[src/rtl/prog_loader.sv]
// Byte-stream program loader: fills instruction memory from a counted,
// XOR-checksummed stream, then releases the CPU from reset.
module prog_loader #(
  parameter int IM_DEPTH = 256,
  parameter int AW       = 8
) (
  input  logic          clk,
  input  logic          rst,
  input  logic          in_valid,
  input  logic [7:0]    in_data,
  output logic          in_ready,
  output logic          im_we,
  output logic [AW-1:0] im_addr,
  output logic [31:0]   im_wdata,
  output logic          cpu_rst,
  input  logic          halt,
  output logic          halted,
  output logic          load_err,
  output logic [AW:0]   words_loaded
);

  typedef enum logic [2:0] {
    CNT_HI, CNT_LO, DATA, CSUM, RUN, HALTED, ERR
  } state_t;

  localparam logic [16:0] DEPTH = 17'(IM_DEPTH);

  state_t      state, next;
  logic [7:0]  cnt_hi;
  logic [15:0] count;
  logic [7:0]  csum;
  logic [1:0]  byte_idx;
  logic [23:0] shift;
  logic        xfer;
  logic [16:0] n_rx;
  logic        last_word;

  assign xfer      = in_valid & in_ready;
  assign n_rx      = {1'b0, cnt_hi, in_data};
  assign last_word = (17'(words_loaded) + 17'd1) == {1'b0, count};

  always_ff @(posedge clk) begin
    if (rst) state <= CNT_HI;
    else     state <= next;
  end

  always_comb begin
    next     = state;
    in_ready = 1'b0;
    cpu_rst  = 1'b1;
    halted   = 1'b0;
    load_err = 1'b0;
    unique case (state)
      CNT_HI: begin
        in_ready = 1'b1;
        if (xfer) next = CNT_LO;
      end
      CNT_LO: begin
        in_ready = 1'b1;
        if (xfer) begin
          if (n_rx > DEPTH)       next = ERR;
          else if (n_rx == 17'd0) next = CSUM;
          else                    next = DATA;
        end
      end
      DATA: begin
        in_ready = 1'b1;
        if (xfer && byte_idx == 2'd3 && last_word) next = CSUM;
      end
      CSUM: begin
        in_ready = 1'b1;
        if (xfer) next = (csum == in_data) ? RUN : ERR;
      end
      RUN: begin
        cpu_rst = 1'b0;
        if (halt) next = HALTED;
      end
      HALTED: begin
        cpu_rst = 1'b0;
        halted  = 1'b1;
      end
      ERR: load_err = 1'b1;
      default: next = CNT_HI;
    endcase
  end

  // Word write is registered one cycle behind its last byte.
  always_ff @(posedge clk) begin
    if (rst) begin
      cnt_hi       <= '0;
      count        <= '0;
      csum         <= '0;
      byte_idx     <= '0;
      shift        <= '0;
      im_we        <= 1'b0;
      im_addr      <= '0;
      im_wdata     <= '0;
      words_loaded <= '0;
    end else begin
      im_we <= 1'b0;
      if (xfer && state != CSUM) csum <= csum ^ in_data;
      if (xfer && state == CNT_HI) cnt_hi <= in_data;
      if (xfer && state == CNT_LO) count <= {cnt_hi, in_data};
      if (xfer && state == DATA) begin
        byte_idx <= byte_idx + 2'd1;
        shift    <= {shift[15:0], in_data};
        if (byte_idx == 2'd3) begin
          im_we        <= 1'b1;
          im_wdata     <= {shift, in_data};
          im_addr      <= words_loaded[AW-1:0];
          words_loaded <= words_loaded + 1'b1;
        end
      end
    end
  end

endmodule
[config.mk]
export PLATFORM = sky130hd
export DESIGN_NAME = prog_loader
export DESIGN_NICKNAME = d
export VERILOG_FILES = /design/src/rtl/prog_loader.sv
export SDC_FILE = /design/constraint.sdc
export NUM_CORES = 1
export LEC_CHECK = 0
export BUFFER_PORTS_ARGS = -buffer_cell sky130_fd_sc_hd__buf_2
export CELL_PAD_IN_SITES_DETAIL_PLACEMENT = 0
export CELL_PAD_IN_SITES_GLOBAL_PLACEMENT = 2
export CORE_MARGIN = 2
export CORE_UTILIZATION = 33
export DETAILED_ROUTE_END_ITERATION = 10
export PLACE_DENSITY = 0.88
export SYNTH_ARGS = -nofsm -noshare
export SYNTH_HDL_FRONTEND = slang
export SYNTH_SLANG_ARGS = --single-unit
[constraint.sdc]
create_clock -name clk -period 2.1 [get_ports clk]
set_input_delay 0.21 -clock clk [delete_from_list [all_inputs] [get_ports clk]]
set_output_delay 0.21 -clock clk [all_outputs]
set_load 0.005 [all_outputs]
==> impl_metrics.py, run 1 <==
metrics = {
    "cts": {
        "htree_levels": 3,
        "numCtsBuffers": 9,
        "cts_hold_buffers": 0,
        "cts_root_buf": "clkbuf_16",
        "clk_path_buf_depth": 2,
        "cts_tree": "yes",
        "cts_resized": 0,
        "clk_pin_slew_ns": 0.07,
        "postCtsSetupBuffers": 0,
        "clkSinkCount": 111,
        "insertion_delay_ns": 0.35,
    },
    "die": {
        "die_w_um": 123,
        "dieArea_um2": 15000,
        "initial_core_util": 0.336,
        "design.core.area_um2": 13800,
        "ios": 66,
        "die_height_um": 123,
        "std_cell_rows": 43,
    },
    "logic_synthesis": {
        "ys_types": 50,
        "async_flop_share": 0,
        "synthesis.nets": 598,
        "synthTopCellsByArea": "dfxtp_1 48%, nand2_1 16%, a21oi_1 10%",
        "synth_edf_count": 0,
        "syn_area_um2": 4640,
        "yosysTopAreaCell": "dfxtp_1",
        "ys_seq_area_frac": 0.479,
        "ys_seq_elements": 111,
        "netlist.area_leader.share": 0.479,
        "synth_area_per_cell_um2": 7.95,
        "syn_inst": 584,
        "yosys_warnings": 0,
        "synth_top_flop_cell": "dfxtp_1",
    },
    "global_routing": {
        "grt_first_pass_wirelength_um": 18400,
        "first_global_vias": 3716,
        "overflow": 0,
        "grt_max_degree": 61,
        "grtUsageTotal": 0.157,
        "antenna_found_initial": 0,
    },
    "power": {
        "p_per_area_nw_per_um2": 844,
        "peakVddDrop_uv": 442,
        "leakagePower_uw": 0.00204,
    },
    "run": {
        "maxCapViolations": 0,
    },
    "routing": {
        "avgViaCountPerCell": 4.85,
        "wl_per_cell_um": 13.9,
        "first_pass_iters": 4,
        "wl_um": 11300,
        "drc": 0,
        "num_vias": 3942,
        "drtAntennaViolNets": 0,
        "drt_iter0_drc": 263,
    },
    "layout": {
        "area_growth_pct": 15.7,
        "final_util": 0.388,
        "fin_nets": 642,
        "fin_area_um2": 5370,
        "num_antenna_cells": 0,
        "layout-drive-gt1-share": 0.171,
        "n_fill_cell": 1464,
        "instances_no_fill": 813,
    },
    "setup_path": {
        "startpoint_type": "flip-flop",
        "critPathMaxStageDelay_ns": 0.31,
        "critPathMaxFanout": 10,
        "slowest_stage": "dfxtp_1",
        "required_ns": 2.31,
        "worstSetupPathType": "reg -> reg",
        "crit_arrival_ns": 2.11,
        "worstPathCellList": "ha_1 -> and2_1 -> a211o_1 -> a31oi_1 -> nor2_1 -> a31oi_4 -> o22ai_1",
        "cp-end-kind": "flip-flop",
    },
    "sta": {
        "setup_viol": 0,
        "fin_crit_sh": 0.905,
        "timing.fmax_mhz": 526,
        "fin_setup_tns_ns": 0,
        "rsz0062_at_grt": "false",
        "tightest_slew_ns": 0.603,
        "hold_ws_ns": 0.199,
        "drv_slew": 0,
        "hold_viol": 0,
        "fin_crit_ns": 1.90,
        "slew-limit-headroom": 0.598,
        "skew_ns": 0.00642,
    },
    "placement": {
        "io_buffers": 65,
        "place_congestion": 0.752,
        "post_dp_cell_area_um2": 5070,
        "dpl.cell_count": 797,
        "post-dp-hpwl_um": 7790,
    },
    "run_status": {
        "status": "completed",
    },
    "hold_path": {
        "min-delay-path-class": "in -> reg",
    },
}
[cell type report]
class                           instances  area (um2)  share of cell area
Clock buffer                           14         284              0.0529
Timing Repair Buffer                   78         450              0.0839
Clock inverter                          2        12.5             0.00233
Sequential cell                       111        2220               0.414
Multi-Input combinational cell        425        2170               0.403
Inverter                                3        11.3             0.00210
Tap cell                              180         225              0.0419
[where the power goes]
part | internal [uW] | switching, uW
sequential | 2200 | 86.8
combinational | 215 | 358
clock | 934 | 738
total | 3350 | 1180
[cell usage in the layout, fill, tap and decap left out, types with 4 or more instances in the layout]
| cell type | instances |
|---|---|
| xor2_1 | 26 |
| clkbuf_16 | 9 |
| a21oi_1 | 94 |
| nor4_1 | 7 |
| or3_1 | 4 |
| xnor2_1 | 9 |
| nor3_1 | 4 |
| buf_2 | 64 |
| nand2b_1 | 4 |
| nor2_1 | 25 |
| buf_4 | 12 |
| dfxtp_1 | 111 |
| nand3_1 | 7 |
| clkbuf_8 | 4 |
| o21ai_0 | 4 |
| nand2_1 | 199 |
[sequential cells by signal, indices dropped and copies added, names as in the netlist]
| register | cells |
|---|---|
| cnt_hi | 8 |
| im_wdata | 32 |
| state | 3 |
| byte_idx | 2 |
| count | 16 |
| shift | 24 |
| im_addr | 8 |
| words_loaded | 9 |
| csum | 8 |
| im_we | 1 |
[cell families (layout without fill, tap and decap cells)]
logic type,after synthesis,in the layout,share of synthesized area
simple gates,273,273,0.253
fa+ha+maj,2,2,0.00539
compound gates,115,115,0.142
buf+inv,48,97,0.0547
flops,111,111,0.479
xor+xnor,35,35,0.0660
[metal layers]
| layer | track usage | share of wire | vias up | wire length [um] |
|---|---|---|---|---|
| li1 | - | - | 2007 | - |
| met1 | 0.204 | 0.48 | 1850 | 5470 |
| met2 | 0.256 | 0.46 | 72 | 5270 |
| met3 | 0.0409 | 0.039 | 13 | 438 |
| met4 | 0.0496 | 0.014 | 0 | 158 |
| met5 | 0 | 0 | - | 0 |
[cell usage after synthesis, types with 3 or more instances]
| cell type | instances |
|---|---|
| nand2_1 | 199 |
| nand4_1 | 3 |
| dfxtp_1 | 111 |
| nand2b_1 | 4 |
| nor3_1 | 4 |
| buf_6 | 4 |
| nand3_1 | 7 |
| xor2_1 | 26 |
| or3_1 | 4 |
| nor2_1 | 25 |
| xnor2_1 | 9 |
| a21oi_1 | 94 |
| buf_2 | 4 |
| buf_4 | 5 |
| and2_1 | 3 |
| clkbuf_1 | 30 |
| inv_1 | 3 |
| nor4_1 | 7 |
| o21ai_0 | 4 |
[final timing paths]
kind / slack [ns] / end / depth (start not counted) / start
worst max-delay path: 0.20 / state[0] / 7 / words_loaded[0]
worst min-delay path: 0.20 / im_wdata[1] / 3 / in_data[1]
worst max register to register: 0.20 / state[0] / 7 / words_loaded[0]
worst min register to register: 0.45 / im_addr[3] / 2 / im_addr[3]
[critical path: cells and delay by family, from the launching register on]
kind	cells	cell delay, ns
AOI/OAI and AO/OA	4	0.82
and+or+nand+nor	2	0.33
DFF	1	0.31
adders and majority gates	1	0.30
[through the flow]
step	setup slack (ns)	power (uW)
after detailed placement	0.208	2910
after global placement	0.244	2900
final	0.200	4530
after global routing	0.0227	4750
after CTS	0.190	4590
after floorplan	0.301	2770
No activity file was read; power rests on OpenSTA's default activity.
==> run 2, diff against run 1 <==
- RECOVER_POWER: not set -> 50
==> impl_metrics.py, run 2 (same netlist as run 1, synthesis figures left out) <==
metrics = {
    "sta": {
        "slew-limit-headroom": 0.599,
        "drv_slew": 0,
        "tightest_slew_ns": 0.601,
        "fin_crit_ns": 1.90,
        "timing.fmax_mhz": 526,
        "setup_viol": 0,
        "fin_crit_sh": 0.906,
        "hold_viol": 0,
        "skew_ns": 0.00667,
        "layout_setup_ws_ns": 0.198,
        "rsz0062_at_grt": "false",
        "fin_setup_tns_ns": 0,
    },
    "layout": {
        "largestRegisters": "im_wdata x32, shift x24, count x16",
        "area_growth_pct": 14.5,
        "fin_nets": 642,
        "largest_reg_flops": 32,
        "num_antenna_cells": 0,
        "layout-drive-gt1-share": 0.118,
        "instances_no_fill": 813,
        "final_cell_mix": "199 x nand2_1, 111 x dfxtp_1, 94 x a21oi_1",
        "n_fill_cell": 1483,
        "layout_commonest_cell": "nand2_1",
        "regMostFlops": "im_wdata",
        "fin_area_um2": 5320,
    },
    "setup_path": {
        "worst_r2r_startpoint": "words_loaded[0]",
        "startpoint_type": "flip-flop",
        "critPathMaxFanout": 10,
        "cp-end-kind": "flip-flop",
        "setup.worst_path.start": "words_loaded[0]",
        "crit_arrival_ns": 2.11,
        "required_ns": 2.31,
        "worstSetupPathType": "reg -> reg",
    },
    "global_routing": {
        "grt_max_degree": 61,
        "grt_first_pass_wirelength_um": 18400,
        "overflow": 0,
        "antenna_found_initial": 0,
        "grtUsageTotal": 0.157,
        "first_global_vias": 3716,
    },
    "cts": {
        "cts_root_buf": "clkbuf_16",
        "insertion_delay_ns": 0.35,
        "postCtsSetupBuffers": 0,
        "clk_path_buf_depth": 2,
        "clkSinkCount": 111,
        "cts_hold_buffers": 0,
        "cts_resized": 0,
        "clk_pin_slew_ns": 0.07,
        "htree_levels": 3,
        "cts_tree": "yes",
        "numCtsBuffers": 9,
    },
    "power": {
        "pwr-share-comb": 0.123,
        "peakVddDrop_uv": 444,
        "p_sw_uw": 1170,
        "clkPwrFrac": 0.370,
        "p_sw_frac": 0.260,
        "internal_power_uw": 3330,
        "p_per_area_nw_per_um2": 847,
        "p_seq_frac": 0.507,
        "leakagePower_uw": 0.00190,
    },
    "die": {
        "die_height_um": 123,
        "design.core.area_um2": 13800,
        "ios": 66,
        "die_w_um": 123,
        "std_cell_rows": 43,
        "initial_core_util": 0.336,
        "dieArea_um2": 15000,
    },
    "placement": {
        "post_dp_cell_area_um2": 5070,
        "dpl.cell_count": 797,
        "place_congestion": 0.752,
        "dp_slack_ns": 0.208,
        "post-dp-hpwl_um": 7790,
        "io_buffers": 65,
    },
    "routing": {
        "drt_iter0_drc": 249,
        "avgViaCountPerCell": 4.85,
        "num_vias": 3942,
        "first_pass_iters": 8,
        "drtAntennaViolNets": 0,
        "drc": 0,
        "wl_um": 11300,
        "wl_per_cell_um": 13.9,
    },
    "hold_path": {
        "min-delay-path-class": "in -> reg",
        "hold_path_startpoint": "in_data[1]",
    },
    "run": {
        "maxCapViolations": 0,
    },
    "run_status": {
        "status": "completed",
    },
}
==> run 2: path summary, 6_finish.rpt <==
path / endpoint / slack [ns] / cells past startpoint
hold reg to reg: im_addr[3] / 0.45 / 2
setup reg to reg: state[0] / 0.20 / 7
setup / recovery: state[0] / 0.20 / 7
hold / removal: cnt_hi[1] / 0.20 / 3
==> run 2: layer usage <==
metal | GRT usage | share of wire | vias up | wire, um
met5 | 0 | 0 | - | 0
li1 | - | - | 2010 | -
met3 | 0.0409 | 0.036 | 10 | 404
met2 | 0.256 | 0.47 | 65 | 5250
met4 | 0.0496 | 0.012 | 0 | 136
met1 | 0.204 | 0.49 | 1857 | 5470
==> run 2: power by group through the flow <==
stage / Combinational (uW) / Sequential [uW] / Clock [uW]
detailed placement: 575 / 2340 / 0
floorplan: 460 / 2310 / 0
CTS: 578 / 2290 / 1730
global placement: 567 / 2330 / 0
finish: 554 / 2280 / 1660
global route: 629 / 2300 / 1800
==> run 2: critical path: stages, from the launching register on <==
cell and delay (ns):
dfxtp_1 0.31, ha_1 0.30, and2_1 0.21, a211o_1 0.28, a31oi_1 0.20, nor2_1 0.12, a31oi_4 0.25, o22ai_1 0.09
==> run 2: cell type report <==
type | instances | area, um2 | share of cell area
flip-flops and latches | 111 | 2220 | 0.418
multi-input cells | 425 | 2160 | 0.406
repair buffers | 78 | 404 | 0.0760
clock buffers | 14 | 284 | 0.0534
well taps | 180 | 225 | 0.0424
clock inverters | 2 | 12.5 | 0.00235
inverters | 3 | 11.3 | 0.00212
==> run 2: stage by stage <==
stage                     hold WS [ns]   util  power, uW
after detailed placement         0.444  0.367       2910
after global placement           0.440  0.367       2900
final                            0.200  0.384       4500
after global routing             0.202  0.384       4730
after floorplan                  0.398      -       2770
after CTS                        0.182  0.388       4590
==> run 3, diff against run 2 <==
- PLACE_DENSITY: 0.88 -> 0.79
==> impl_metrics.py, run 3 (same netlist as run 1, synthesis figures left out) <==
metrics = {
    "run_status": {
        "status": "completed",
    },
    "routing": {
        "avgViaCountPerCell": 4.79,
        "wl_um": 11400,
        "drt_iter0_drc": 204,
        "drtAntennaViolNets": 0,
        "wl_per_cell_um": 14.0,
        "drc": 0,
        "first_pass_iters": 4,
        "num_vias": 3886,
    },
    "sta": {
        "slew-limit-headroom": 0.618,
        "rsz0062_at_grt": "false",
        "drv_slew": 0,
        "skew_ns": 0.0102,
        "fin_crit_ns": 1.88,
        "hold_viol": 0,
        "fin_setup_tns_ns": 0,
        "tightest_slew_ns": 0.572,
        "hold_ws_ns": 0.188,
        "timing.fmax_mhz": 531,
        "setup_viol": 0,
        "fin_crit_sh": 0.897,
    },
    "setup_path": {
        "critPathMaxFanout": 10,
        "worstSetupPathType": "reg -> reg",
        "rr_worst_depth": 7,
        "crit_arrival_ns": 2.11,
        "startpoint_type": "flip-flop",
        "critPathMaxStageDelay_ns": 0.32,
        "worstPathCellList": "ha_1 -> and2_1 -> a211o_1 -> a31oi_1 -> nor2_1 -> a31oi_4 -> o211ai_2",
        "cp-end-kind": "flip-flop",
        "slowest_stage": "ha_1",
        "required_ns": 2.33,
    },
    "die": {
        "initial_core_util": 0.336,
        "die_w_um": 123,
        "die_height_um": 123,
        "ios": 66,
        "std_cell_rows": 43,
        "design.core.area_um2": 13800,
        "dieArea_um2": 15000,
    },
    "layout": {
        "multiInputGateArea_um2": 2160,
        "n_fill_cell": 1482,
        "layout-drive-gt1-share": 0.108,
        "largestRegisters": "im_wdata x32, shift x24, count x16",
        "fin_nets": 641,
        "layout_commonest_cell": "nand2_1",
        "largest_reg_flops": 32,
        "num_antenna_cells": 0,
        "final_util": 0.385,
        "area_growth_pct": 14.7,
        "final_cell_mix": "199 x nand2_1, 111 x dfxtp_1, 94 x a21oi_1",
        "layout.area.seq_um2": 2220,
        "regMostFlops": "im_wdata",
    },
    "cts": {
        "cts_tree": "yes",
        "cts_hold_buffers": 0,
        "clkSinkCount": 111,
        "clk_path_buf_depth": 2,
        "htree_levels": 3,
        "cts_resized": 0,
        "numCtsBuffers": 9,
        "cts_root_buf": "clkbuf_16",
        "postCtsSetupBuffers": 0,
        "clk_pin_slew_ns": 0.07,
        "insertion_delay_ns": 0.35,
    },
    "global_routing": {
        "grt_max_degree": 80,
        "overflow": 0,
        "grtUsageTotal": 0.160,
        "grt_first_pass_wirelength_um": 18900,
        "antenna_found_initial": 0,
        "first_global_vias": 3679,
    },
    "placement": {
        "place_congestion": 0.801,
        "io_buffers": 65,
        "post-dp-hpwl_um": 7860,
    },
    "run": {
        "maxCapViolations": 0,
    },
    "power": {
        "total_power_uw": 4700,
        "p_per_area_nw_per_um2": 883,
        "peakVddDrop_uv": 378,
        "leakagePower_uw": 0.00188,
    },
    "hold_path": {
        "hold_path_depth": 3,
        "min-delay-path-class": "in -> reg",
    },
}
[run 3: cell types whose count changed in the layout (fill, tap and decap cells not counted), moves of 2 or more]
cell       previous run  this run
clkbuf_1             32        38
clkbuf_8              4         1
bufinv_16             0         2
buf_2                35        30
buf_4                 9         7
[run 3: layout make-up]
type,instances,area share
Multi-Input combinational cell,425,0.405
Clock buffer,12,0.0463
Timing Repair Buffer,77,0.0728
Sequential cell,111,0.417
Tap cell,180,0.0423
Inverter,3,0.00211
Clock inverter,4,0.0143
[run 3: worst paths after layout]
check	startpoint	to	slack, ns
hold / removal	in_data[5]	im_wdata[5]	0.19
hold reg to reg	im_addr[5]	im_addr[5]	0.45
setup / recovery	words_loaded[0]	state[1]	0.22
setup reg to reg	words_loaded[0]	state[1]	0.22
[run 3: routing by layer]
metal | share of wire | track usage | up-vias
met5 | 0 | 0 | -
met4 | 0.014 | 0.0596 | 0
met3 | 0.034 | 0.0274 | 11
met2 | 0.43 | 0.240 | 65
met1 | 0.52 | 0.230 | 1809
li1 | - | - | 2001
[run 3: power breakdown]
part	internal (uW)	leakage (uW)	switching, uW
Combinational	194	0.000831	342
Clock	1080	0.000153	782
Sequential	2200	0.000898	100
[run 3: worst max-delay path, delay by kind of cell (launching register included)]
family	cells	cell delay, ns
AOI/OAI and AO/OA	4	0.80
and+or+nand+nor	2	0.33
adders and majority gates	1	0.32
DFF	1	0.31
[run 3: stage by stage]
step,cells,setup WS [ns],area [um2]
3_3_place_gp,796,0.266,5070
3_5_place_dp,796,0.230,5070
6_report,812,0.217,5330
4_1_cts,812,0.218,5390
2_1_floorplan,584,0.301,4640
5_1_grt,812,0.0812,5330
